`config.mk`:
```
export PLATFORM = sky130hd
export DESIGN_NAME = imm_gen_pipe
export DESIGN_NICKNAME = d
export VERILOG_FILES = /design/src/rtl/imm_gen_pipe_pkg.sv /design/src/rtl/imm_gen_pipe_extract.sv /design/src/rtl/imm_gen_pipe.sv
export SDC_FILE = /design/constraint.sdc
export NUM_CORES = 1
export LEC_CHECK = 0
export CAP_MARGIN = 25
export CORE_UTILIZATION = 35
export DETAILED_ROUTE_END_ITERATION = 10
export GPL_ROUTABILITY_DRIVEN = 0
export GPL_TIMING_DRIVEN = 0
export PLACE_DENSITY = 0.55
export SLEW_MARGIN = 40
export SYNTH_ARGS = -nofsm -noshare
export SYNTH_HDL_FRONTEND = slang
export SYNTH_SLANG_ARGS = --single-unit
```
`constraint.sdc`:
```
create_clock -name clk -period 4.7 [get_ports clk]
set_clock_uncertainty 0.15 [all_clocks]
set_input_delay 0.94 -clock clk [delete_from_list [all_inputs] [get_ports clk]]
set_output_delay 0.94 -clock clk [all_outputs]
set_load 0.005 [all_outputs]
```
`src/rtl/imm_gen_pipe_pkg.sv`:
```
// Shared decode constants, format codes and the buffered entry type for the
// immediate generator pipeline.
package imm_pkg;

  localparam logic [6:0] OPC_LOAD      = 7'b0000011;
  localparam logic [6:0] OPC_OP_IMM    = 7'b0010011;
  localparam logic [6:0] OPC_AUIPC     = 7'b0010111;
  localparam logic [6:0] OPC_OP_IMM_32 = 7'b0011011;
  localparam logic [6:0] OPC_STORE     = 7'b0100011;
  localparam logic [6:0] OPC_OP        = 7'b0110011;
  localparam logic [6:0] OPC_LUI       = 7'b0110111;
  localparam logic [6:0] OPC_OP_32     = 7'b0111011;
  localparam logic [6:0] OPC_BRANCH    = 7'b1100011;
  localparam logic [6:0] OPC_JALR      = 7'b1100111;
  localparam logic [6:0] OPC_JAL       = 7'b1101111;
  localparam logic [6:0] OPC_SYSTEM    = 7'b1110011;

  localparam int MAX_XLEN = 64;

  typedef enum logic [2:0] {
    FMT_R    = 3'd0,
    FMT_I    = 3'd1,
    FMT_S    = 3'd2,
    FMT_B    = 3'd3,
    FMT_U    = 3'd4,
    FMT_J    = 3'd5,
    FMT_SH   = 3'd6,
    FMT_NONE = 3'd7
  } fmt_e;

  // Fields are sized for the widest XLEN; narrower builds leave the top bits zero.
  typedef struct packed {
    logic [MAX_XLEN-1:0] imm;
    logic [MAX_XLEN-1:0] target;
    fmt_e                fmt;
    logic                illegal;
  } entry_t;

  localparam entry_t ENTRY_RESET = '{
    imm:     64'd0,
    target:  64'd0,
    fmt:     FMT_R,
    illegal: 1'b0
  };

endpackage

```
`src/rtl/imm_gen_pipe_extract.sv`:
```
// Combinational immediate extraction: maps one instruction and its PC to a
// decoded entry (immediate, PC-relative target, format, illegal flag).
module imm_extract
  import imm_pkg::*;
#(
  parameter int XLEN = 32
) (
  input  logic [31:0]     instr,
  input  logic [XLEN-1:0] pc,
  output entry_t          entry
);

  localparam bit IS64 = (XLEN == 64);

  logic [6:0]      opc;
  logic [2:0]      funct3;
  logic [XLEN-1:0] imm_x;
  logic [XLEN-1:0] target_x;
  logic            use_target;
  logic            illegal;
  fmt_e            fmt;

  assign opc    = instr[6:0];
  assign funct3 = instr[14:12];

  // Format decode and immediate assembly; size casts of signed operands sign-extend.
  always_comb begin
    imm_x      = {XLEN{1'b0}};
    fmt        = FMT_NONE;
    illegal    = 1'b0;
    use_target = 1'b0;
    case (opc)
      OPC_LOAD, OPC_JALR: begin
        fmt   = FMT_I;
        imm_x = XLEN'($signed(instr[31:20]));
      end
      OPC_OP_IMM: begin
        if (funct3 == 3'b001 || funct3 == 3'b101) begin
          fmt = FMT_SH;
          if (IS64) begin
            imm_x = XLEN'(instr[25:20]);
          end else begin
            imm_x = XLEN'(instr[24:20]);
          end
        end else begin
          fmt   = FMT_I;
          imm_x = XLEN'($signed(instr[31:20]));
        end
      end
      OPC_OP_IMM_32: begin
        if (!IS64) begin
          illegal = 1'b1;
        end else if (funct3 == 3'b001 || funct3 == 3'b101) begin
          fmt   = FMT_SH;
          imm_x = XLEN'(instr[24:20]);
        end else begin
          fmt   = FMT_I;
          imm_x = XLEN'($signed(instr[31:20]));
        end
      end
      OPC_STORE: begin
        fmt   = FMT_S;
        imm_x = XLEN'($signed({instr[31:25], instr[11:7]}));
      end
      OPC_BRANCH: begin
        fmt        = FMT_B;
        imm_x      = XLEN'($signed({instr[31], instr[7], instr[30:25], instr[11:8], 1'b0}));
        use_target = 1'b1;
      end
      OPC_LUI: begin
        fmt   = FMT_U;
        imm_x = XLEN'($signed({instr[31:12], 12'h000}));
      end
      OPC_AUIPC: begin
        fmt        = FMT_U;
        imm_x      = XLEN'($signed({instr[31:12], 12'h000}));
        use_target = 1'b1;
      end
      OPC_JAL: begin
        fmt        = FMT_J;
        imm_x      = XLEN'($signed({instr[31], instr[19:12], instr[20], instr[30:21], 1'b0}));
        use_target = 1'b1;
      end
      OPC_SYSTEM: begin
        fmt   = FMT_I;
        imm_x = XLEN'(instr[31:20]);
      end
      OPC_OP: begin
        fmt = FMT_R;
      end
      OPC_OP_32: begin
        if (IS64) begin
          fmt = FMT_R;
        end else begin
          illegal = 1'b1;
        end
      end
      default: begin
        illegal = 1'b1;
      end
    endcase
  end

  // Target is only meaningful for PC-relative formats; wraps modulo 2^XLEN.
  always_comb begin
    if (use_target) begin
      target_x = pc + imm_x;
    end else begin
      target_x = {XLEN{1'b0}};
    end
  end

  assign entry = '{
    imm:     MAX_XLEN'(imm_x),
    target:  MAX_XLEN'(target_x),
    fmt:     fmt,
    illegal: illegal
  };

endmodule

```
`src/rtl/imm_gen_pipe.sv`:
```
// Decode-stage immediate generator: one-cycle extraction into a main output
// register backed by a skid register for downstream stalls.
module imm_gen_pipe
  import imm_pkg::*;
#(
  parameter int XLEN = 32
) (
  input  logic            clk,
  input  logic            rst_n,
  input  logic            flush,
  input  logic            in_valid,
  output logic            in_ready,
  input  logic [31:0]     in_instr,
  input  logic [XLEN-1:0] in_pc,
  output logic            out_valid,
  input  logic            out_ready,
  output logic [XLEN-1:0] out_imm,
  output logic [XLEN-1:0] out_target,
  output logic [2:0]      out_fmt,
  output logic            out_illegal
);

  entry_t new_entry;
  entry_t main_r;
  entry_t skid_r;
  entry_t main_n;
  entry_t skid_n;
  logic   main_valid_r;
  logic   skid_valid_r;
  logic   main_valid_n;
  logic   skid_valid_n;
  logic   in_ready_r;
  logic   accept;
  logic   consume;

  imm_extract #(.XLEN(XLEN)) u_extract (
    .instr (in_instr),
    .pc    (in_pc),
    .entry (new_entry)
  );

  assign accept  = in_valid && in_ready_r;
  assign consume = main_valid_r && out_ready;

  // Next-state for main/skid. in_ready is low whenever skid is full, so an
  // accept never coincides with a skid-to-main move.
  always_comb begin
    main_n       = main_r;
    skid_n       = skid_r;
    main_valid_n = main_valid_r;
    skid_valid_n = skid_valid_r;
    if (!main_valid_r || consume) begin
      if (skid_valid_r) begin
        main_n       = skid_r;
        main_valid_n = 1'b1;
        skid_valid_n = 1'b0;
      end else if (accept) begin
        main_n       = new_entry;
        main_valid_n = 1'b1;
      end else begin
        main_valid_n = 1'b0;
      end
    end else if (accept) begin
      skid_n       = new_entry;
      skid_valid_n = 1'b1;
    end else begin
      skid_valid_n = skid_valid_r;
    end
  end

  // Storage update; reset beats flush, flush beats any handshake.
  always_ff @(posedge clk) begin
    if (!rst_n) begin
      main_r       <= ENTRY_RESET;
      skid_r       <= ENTRY_RESET;
      main_valid_r <= 1'b0;
      skid_valid_r <= 1'b0;
      in_ready_r   <= 1'b1;
    end else if (flush) begin
      main_valid_r <= 1'b0;
      skid_valid_r <= 1'b0;
      in_ready_r   <= 1'b1;
    end else begin
      main_r       <= main_n;
      skid_r       <= skid_n;
      main_valid_r <= main_valid_n;
      skid_valid_r <= skid_valid_n;
      in_ready_r   <= !skid_valid_n;
    end
  end

  assign in_ready    = in_ready_r;
  assign out_valid   = main_valid_r;
  assign out_imm     = main_r.imm[XLEN-1:0];
  assign out_target  = main_r.target[XLEN-1:0];
  assign out_fmt     = main_r.fmt;
  assign out_illegal = main_r.illegal;

  // Narrow builds never populate the upper entry bits.
  if (XLEN < MAX_XLEN) begin : g_narrow
    logic unused_hi;
    assign unused_hi = ^{main_r.imm[MAX_XLEN-1:XLEN], main_r.target[MAX_XLEN-1:XLEN]};
  end

endmodule

```
==> results of run 1 <==
## repair_timing
action	CTS	global route
setup buffers	1	6
pin swaps	1	8
gates resized for setup	12	27
setup endpoints to repair	15	34
## where the power goes
part	internal, mW	switching [mW]	leakage, nW
logic	0.179	0.253	2.78
clock network	0.748	0.611	0.280
registers	1.20	0.0125	1.13
## cell families (layout without fill, tap and decap cells)
kind of cell,count (synthesis),in the layout,synth area share [%]
buffers and inverters,99,275,4.92
xor gates and xnor gates,23,23,2.50
and+or+nand+nor,398,398,23.0
muxes,4,4,0.512
DFF,139,139,34.5
adders and majority gates,32,32,5.06
AOI/OAI and AO/OA,365,365,29.5
## cell usage in the layout, fill, tap and decap left out, types with 9 or more instances in the layout
cell type,n
o211ai_1,24
buf_2,13
dfxtp_1,139
nand2_1,112
nor3_1,34
nand2b_1,13
inv_1,23
and3_1,19
ha_1,30
or3_1,13
clkbuf_16,17
a211oi_1,10
xor2_1,9
o21bai_1,15
nor2_1,111
nand3_1,46
a21o_1,25
a21oi_1,98
xnor2_1,14
clkbuf_1,52
nand4_1,15
a31oi_1,9
clkdlybuf4s50_1,137
o21ai_0,78
## how the worst min path moves through the flow
| stage | slack, ns | depth (start not counted) | to | from |
|---|---|---|---|---|
| CTS | 0.30 | 2 | skid_r[23] | skid_r[23] |
| floorplan | 0.26 | 2 | skid_r[23] | skid_r[23] |
| detailed placement | 0.29 | 2 | skid_r[35] | skid_r[35] |
| global placement | 0.28 | 2 | skid_r[35] | skid_r[35] |
| finish | 0.30 | 2 | skid_r[33] | skid_r[33] |
| global route | 0.32 | 2 | skid_r[33] | skid_r[33] |
## worst min-delay path: cells and delay by family (launching register included)
kind	cells	cell delay, ns
simple gates	1	0.05
compound gates	1	0.05
flops	1	0.31
## area by class of cell
cell class	instances	share of cell area (%)
multi-input cells	822	47.6
repair buffers	147	13.6
clock buffers	17	4.01
flip-flops and latches	139	26.3
plain buffers	71	2.83
well taps	285	3.36
inverters	25	0.885
clock inverters	15	1.46
## registers in the layout, summed over array words and instances (netlist names)
| name | cells |
|---|---|
| skid_r | 68 |
| out_imm | 32 |
| out_target | 32 |
| out_fmt | 3 |
| in_ready | 1 |
| out_illegal | 1 |
| out_valid | 1 |
| skid_valid_r | 1 |
## through the flow
stage / setup slack (ns) / hold WS [ns] / power, mW / instance area, um^2 / util [%]
final: 0.0889 / 0.296 / 3.00 / 10600 / 46.8
after detailed placement: -0.950 / 0.286 / 1.65 / 9810 / 43.3
after floorplan: 0.543 / 0.260 / 1.45 / 8060 / -
after global routing: -0.0153 / 0.315 / 3.10 / 10600 / 46.8
after CTS: 0.0142 / 0.296 / 3.00 / 10500 / 46.2
after global placement: -0.966 / 0.278 / 1.65 / 9790 / 43.2
## routing by layer
layer  track usage (%)  part of all wire, %
met1              36.2                   45
met2              41.4                   43
met3              6.20                  8.4
met4              10.4                  3.4
met5                 0                    0
==> results.sh, run 1 <==
export IMPL_place_inst=1485
export IMPL_cp_max_fo=10
export IMPL_crit_required_ns=4.91
export IMPL_insertion_delay_ns=0.44
export IMPL_die_area_um2=23600
export IMPL_slew_viol_final=0
export IMPL_cp_num_buf_inv=3
export IMPL_layout_nets=1324
export IMPL_ys_seq_area_share_pct=34.5
export IMPL_fp_coreArea_um2=22600
export IMPL_wl_per_cell_um=21.0
export IMPL_p_per_area_nw_per_um2=283
export IMPL_gr_usage_all_layers_pct=26.9
export IMPL_area_growth_pct=31.5
export IMPL_synthTopCellsByCount="dfxtp_1, nand2_1, nor2_1"
export IMPL_cts_buffers_inserted=17
export IMPL_fin_crit_sh_pct=98.1
export IMPL_synthTopCellsByArea="dfxtp_1, a21oi_1, nand2_1, nor2_1, o21ai_0"
export IMPL_first_global_vias=8031
export IMPL_reg2reg_to="out_imm[31]"
export IMPL_drtAntennaViolNets=0
export IMPL_synth_seq_cells=139
export IMPL_ctsHoldBuffers=0
export IMPL_hold_path_class="flip-flop to flip-flop"
export IMPL_cts_tree="yes"
export IMPL_clk_path_buf_depth=2
export IMPL_cp_end_kind="flip-flop"
export IMPL_worst_slew_pin_slew_ns=0.834
export IMPL_min_period_ns=4.61
export IMPL_grt_start_max_net_pins=17
export IMPL_synthArstFlopShare_pct=0
export IMPL_synth_edf_count=0
export IMPL_start_kind="primary input"
export IMPL_ff2ff_path_depth=7
export IMPL_port_buffers=137
export IMPL_num_antenna_cells=0
export IMPL_yosysMostFrequentCell="dfxtp_1"
export IMPL_grt_overflow=0
export IMPL_drc_errors=0
export IMPL_drv_cap=0
export IMPL_crit_start="in_instr[4]"
export IMPL_ys_warn_count=0
export IMPL_clkSinkCount=139
export IMPL_tns_ns=0
export IMPL_multi_input_comb_area_um2=5050
export IMPL_cts_htree_levels=4
export IMPL_syn_inst=1060
export IMPL_num_vias=8786
export IMPL_setup_viol=0
export IMPL_viasPerCell=5.78
export IMPL_clk_pin_slew_ns=0.07
export IMPL_drive_above_1_share_pct=8.58
export IMPL_path_class="primary input to flip-flop"
export IMPL_rows=55
export IMPL_initial_core_util_pct=35.6
export IMPL_cp_depth=17
export IMPL_die_x_um=154
export IMPL_leakagePower_nw=4.19
export IMPL_synth_area_um2=8060
export IMPL_cp_arrival_ns=4.82
export IMPL_antenna_found_initial=0
export IMPL_drt_total_wl_um=31900
export IMPL_irDropWorstVdd_mv=0.200
export IMPL_status="complete, no violations"
export IMPL_synthFlopType="dfxtp_1"
export IMPL_cp_cell_sequence="clkdlybuf4s50_1 -> buf_2 -> and3b_1 -> nand2_2 -> a211o_1 -> nand2_1 -> a32o_2 -> ha_1 -> fa_2 -> a211oi_2 -> o21bai_1 -> a211o_1 -> o21ai_4 -> and2_2 -> a311oi_2 -> buf_4 -> a21oi_1"
export IMPL_regArea_um2=2780
export IMPL_grt_pass1_wl_um=47600
export IMPL_critPathMaxStageDelay_ns=0.50
export IMPL_rsz0062_at_grt="yes"
export IMPL_rrSetupSlack_ns=1.71
export IMPL_drt_iter0_drc=660
export IMPL_die_h_um=154
export IMPL_synth_top_cell_area_share_pct=34.5
export IMPL_syn_num_nets=1161
export IMPL_io_pins=139
export IMPL_crit_top_cell="a211o_1"
export IMPL_num_fill_cells=2340
export IMPL_slowest_stage="clkdlybuf4s50_1"
export IMPL_path_delay_family="compound AO/OA/AOI/OAI gates"
export IMPL_ys_types=80
export IMPL_dp_hpwl_um=24500
export IMPL_fin_cells=1521
export IMPL_max_freq_ghz=0.217
export IMPL_firstDrtPassIters=5
export IMPL_hold_viol=0
export IMPL_cts_root_buf="clkbuf_16"
export IMPL_synth_top_area_cell="dfxtp_1"
export IMPL_r2r_start="skid_valid_r"
export IMPL_max_slew_margin_pct=44.4
export IMPL_endpoint="skid_r[30]"
export IMPL_synth_avg_cell_area_um2=7.60
Note: power is estimated with default switching activity, not from simulation.
==> run 2, diff against run 1 <==
--- a/config.mk
+++ b/config.mk
@@ -11,7 +11,6 @@
 export GPL_ROUTABILITY_DRIVEN = 0
 export GPL_TIMING_DRIVEN = 0
 export PLACE_DENSITY = 0.55
-export SLEW_MARGIN = 40
 export SYNTH_ARGS = -nofsm -noshare
 export SYNTH_HDL_FRONTEND = slang
 export SYNTH_SLANG_ARGS = --single-unit
==> run 2 against run 1 <==
Cell count about the same. Maximum frequency up 0.56%. Critical path depth unchanged. Register-to-register slack worse by 0.30 ns.
==> results.sh, run 2 (synthesis results as in run 1) <==
export IMPL_firstDrtPassIters=6
export IMPL_grt_start_max_net_pins=17
export IMPL_start_kind="primary input"
export IMPL_met2WireLength_um=14000
export IMPL_num_fill_cells=2273
export IMPL_io_pins=139
export IMPL_wl_met3_um=2550
export IMPL_cp_end_kind="flip-flop"
export IMPL_cts_root_buf="clkbuf_16"
export IMPL_num_vias=8767
export IMPL_regArea_um2=2780
export IMPL_multi_input_comb_area_um2=5020
export IMPL_cts_tree="yes"
export IMPL_drt_iter0_drc=594
export IMPL_hold_path_class="flip-flop to flip-flop"
export IMPL_max_slew_margin_pct=28.2
export IMPL_p_int_mw=2.14
export IMPL_port_buffers=137
export IMPL_sequentialPowerShare_pct=40.0
export IMPL_first_global_vias=7951
export IMPL_p_sw_mw=0.891
export IMPL_final_util_pct=46.8
export IMPL_top_register="skid_r"
export IMPL_viasPerCell=5.77
export IMPL_die_h_um=154
export IMPL_wl_per_cell_um=20.9
export IMPL_slew_viol_final=0
export IMPL_num_antenna_cells=0
export IMPL_cp_max_fo=10
export IMPL_largest_reg_flops=68
export IMPL_fp_coreArea_um2=22600
export IMPL_setup_viol=0
export IMPL_cts_buffers_inserted=17
export IMPL_worst_slew_pin_slew_ns=1.08
export IMPL_dp_hpwl_um=24500
export IMPL_die_area_um2=23600
export IMPL_p_per_area_nw_per_um2=286
export IMPL_pwr_share_clk_pct=45.8
export IMPL_cts_htree_levels=4
export IMPL_path_class="primary input to flip-flop"
export IMPL_area_growth_pct=31.5
export IMPL_max_freq_ghz=0.218
export IMPL_crit_required_ns=4.84
export IMPL_drtAntennaViolNets=0
export IMPL_insertion_delay_ns=0.43
export IMPL_grt_overflow=0
export IMPL_initial_core_util_pct=35.6
export IMPL_tns_ns=0
export IMPL_status="complete, no violations"
export IMPL_fin_crit_sh_pct=97.6
export IMPL_place_inst=1483
export IMPL_p_sw_share_pct=29.4
export IMPL_hold_viol=0
export IMPL_drive_above_1_share_pct=8.10
export IMPL_gr_usage_all_layers_pct=26.7
export IMPL_final_common_cell="dfxtp_1"
export IMPL_hold_slack_ns=0.293
export IMPL_clk_path_buf_depth=2
export IMPL_wl_met1_um=14200
export IMPL_highest_layer="met4"
export IMPL_drt_total_wl_um=31700
export IMPL_clk_pin_slew_ns=0.07
export IMPL_drc_errors=0
export IMPL_power_total_mw=3.03
export IMPL_fin_cells=1520
export IMPL_rows=55
export IMPL_comb_power_share_pct=14.2
export IMPL_antenna_found_initial=0
export IMPL_drv_cap=0
export IMPL_die_x_um=154
export IMPL_mostFrequentLayoutCells="dfxtp_1, clkdlybuf4s50_1, nand2_1"
export IMPL_grt_pass1_wl_um=47400
export IMPL_min_period_ns=4.59
export IMPL_leakagePower_nw=4.22
export IMPL_irDropWorstVdd_mv=0.158
export IMPL_layout_nets=1323
export IMPL_cp_arrival_ns=4.73
export IMPL_clkSinkCount=139
-- run 2: cell types whose count changed in the layout (fill, tap and decap cells not counted), moves of 2 or more --
cell / before / now
inv_8: 2 / 4
buf_2: 13 / 10
clkinvlp_4: 2 / 0
buf_4: 8 / 10
-- run 2: critical path, cell delays in order --
cell,delay [ns]
clkdlybuf4s50_1,0.52
buf_6,0.15
and3b_1,0.21
nand2_2,0.13
a211o_1,0.17
nand2_1,0.06
a32o_2,0.27
ha_1,0.23
fa_2,0.38
a211oi_2,0.28
o21bai_2,0.12
a211o_1,0.38
o21ai_4,0.24
a2111oi_1,0.13
a311oi_2,0.23
buf_4,0.18
o22ai_1,0.07
-- run 2: layout make-up --
class | instances | area share [%]
Buffer | 71 | 2.89
Clock buffer | 17 | 4.01
Clock inverter | 15 | 1.61
Inverter | 25 | 0.885
Multi-Input combinational cell | 822 | 47.4
Sequential cell | 139 | 26.3
Tap cell | 285 | 3.36
Timing Repair Buffer | 146 | 13.6
-- run 2: timing repair --
item | in CTS | in global routing
hold endpoints to repair | 0 | 0
gates resized for setup | 12 | 27
pin swaps | 2 | 8
setup buffers | 2 | 6
hold buffers | 0 | 0
setup endpoints to repair | 15 | 37
-- run 2: power by group through the flow --
| stage | Combinational, mW | Sequential (mW) | Clock (mW) |
|---|---|---|---|
| 2_1_floorplan | 0.216 | 1.24 | 0 |
| 6_report | 0.431 | 1.21 | 1.39 |
| 3_3_place_gp | 0.411 | 1.24 | 0 |
| 3_5_place_dp | 0.412 | 1.24 | 0 |
| 4_1_cts | 0.419 | 1.21 | 1.40 |
| 5_1_grt | 0.465 | 1.21 | 1.44 |
-- run 2: path summary, 6_finish.rpt --
check	start	end	slack (ns)	cells after the start
max	in_instr[4]	out_target[26]	0.11	17
min	skid_r[23]	skid_r[23]	0.29	2
max reg2reg	skid_valid_r	out_imm[31]	1.41	7
min reg2reg	skid_r[23]	skid_r[23]	0.29	2
-- run 2: metal layers --
| layer | GRT usage [%] | up-vias |
|---|---|---|
| met5 | 0 | - |
| met4 | 10.1 | 0 |
| met3 | 5.98 | 51 |
| li1 | - | 4198 |
| met2 | 41.3 | 359 |
| met1 | 36.1 | 4159 |
-- run 2: stage by stage --
stage,area (um^2),setup slack (ns)
4_1_cts,10500,0.000126
2_1_floorplan,8060,0.543
3_3_place_gp,9790,-0.966
6_report,10600,0.115
3_5_place_dp,9800,-0.968
5_1_grt,10600,-0.0139
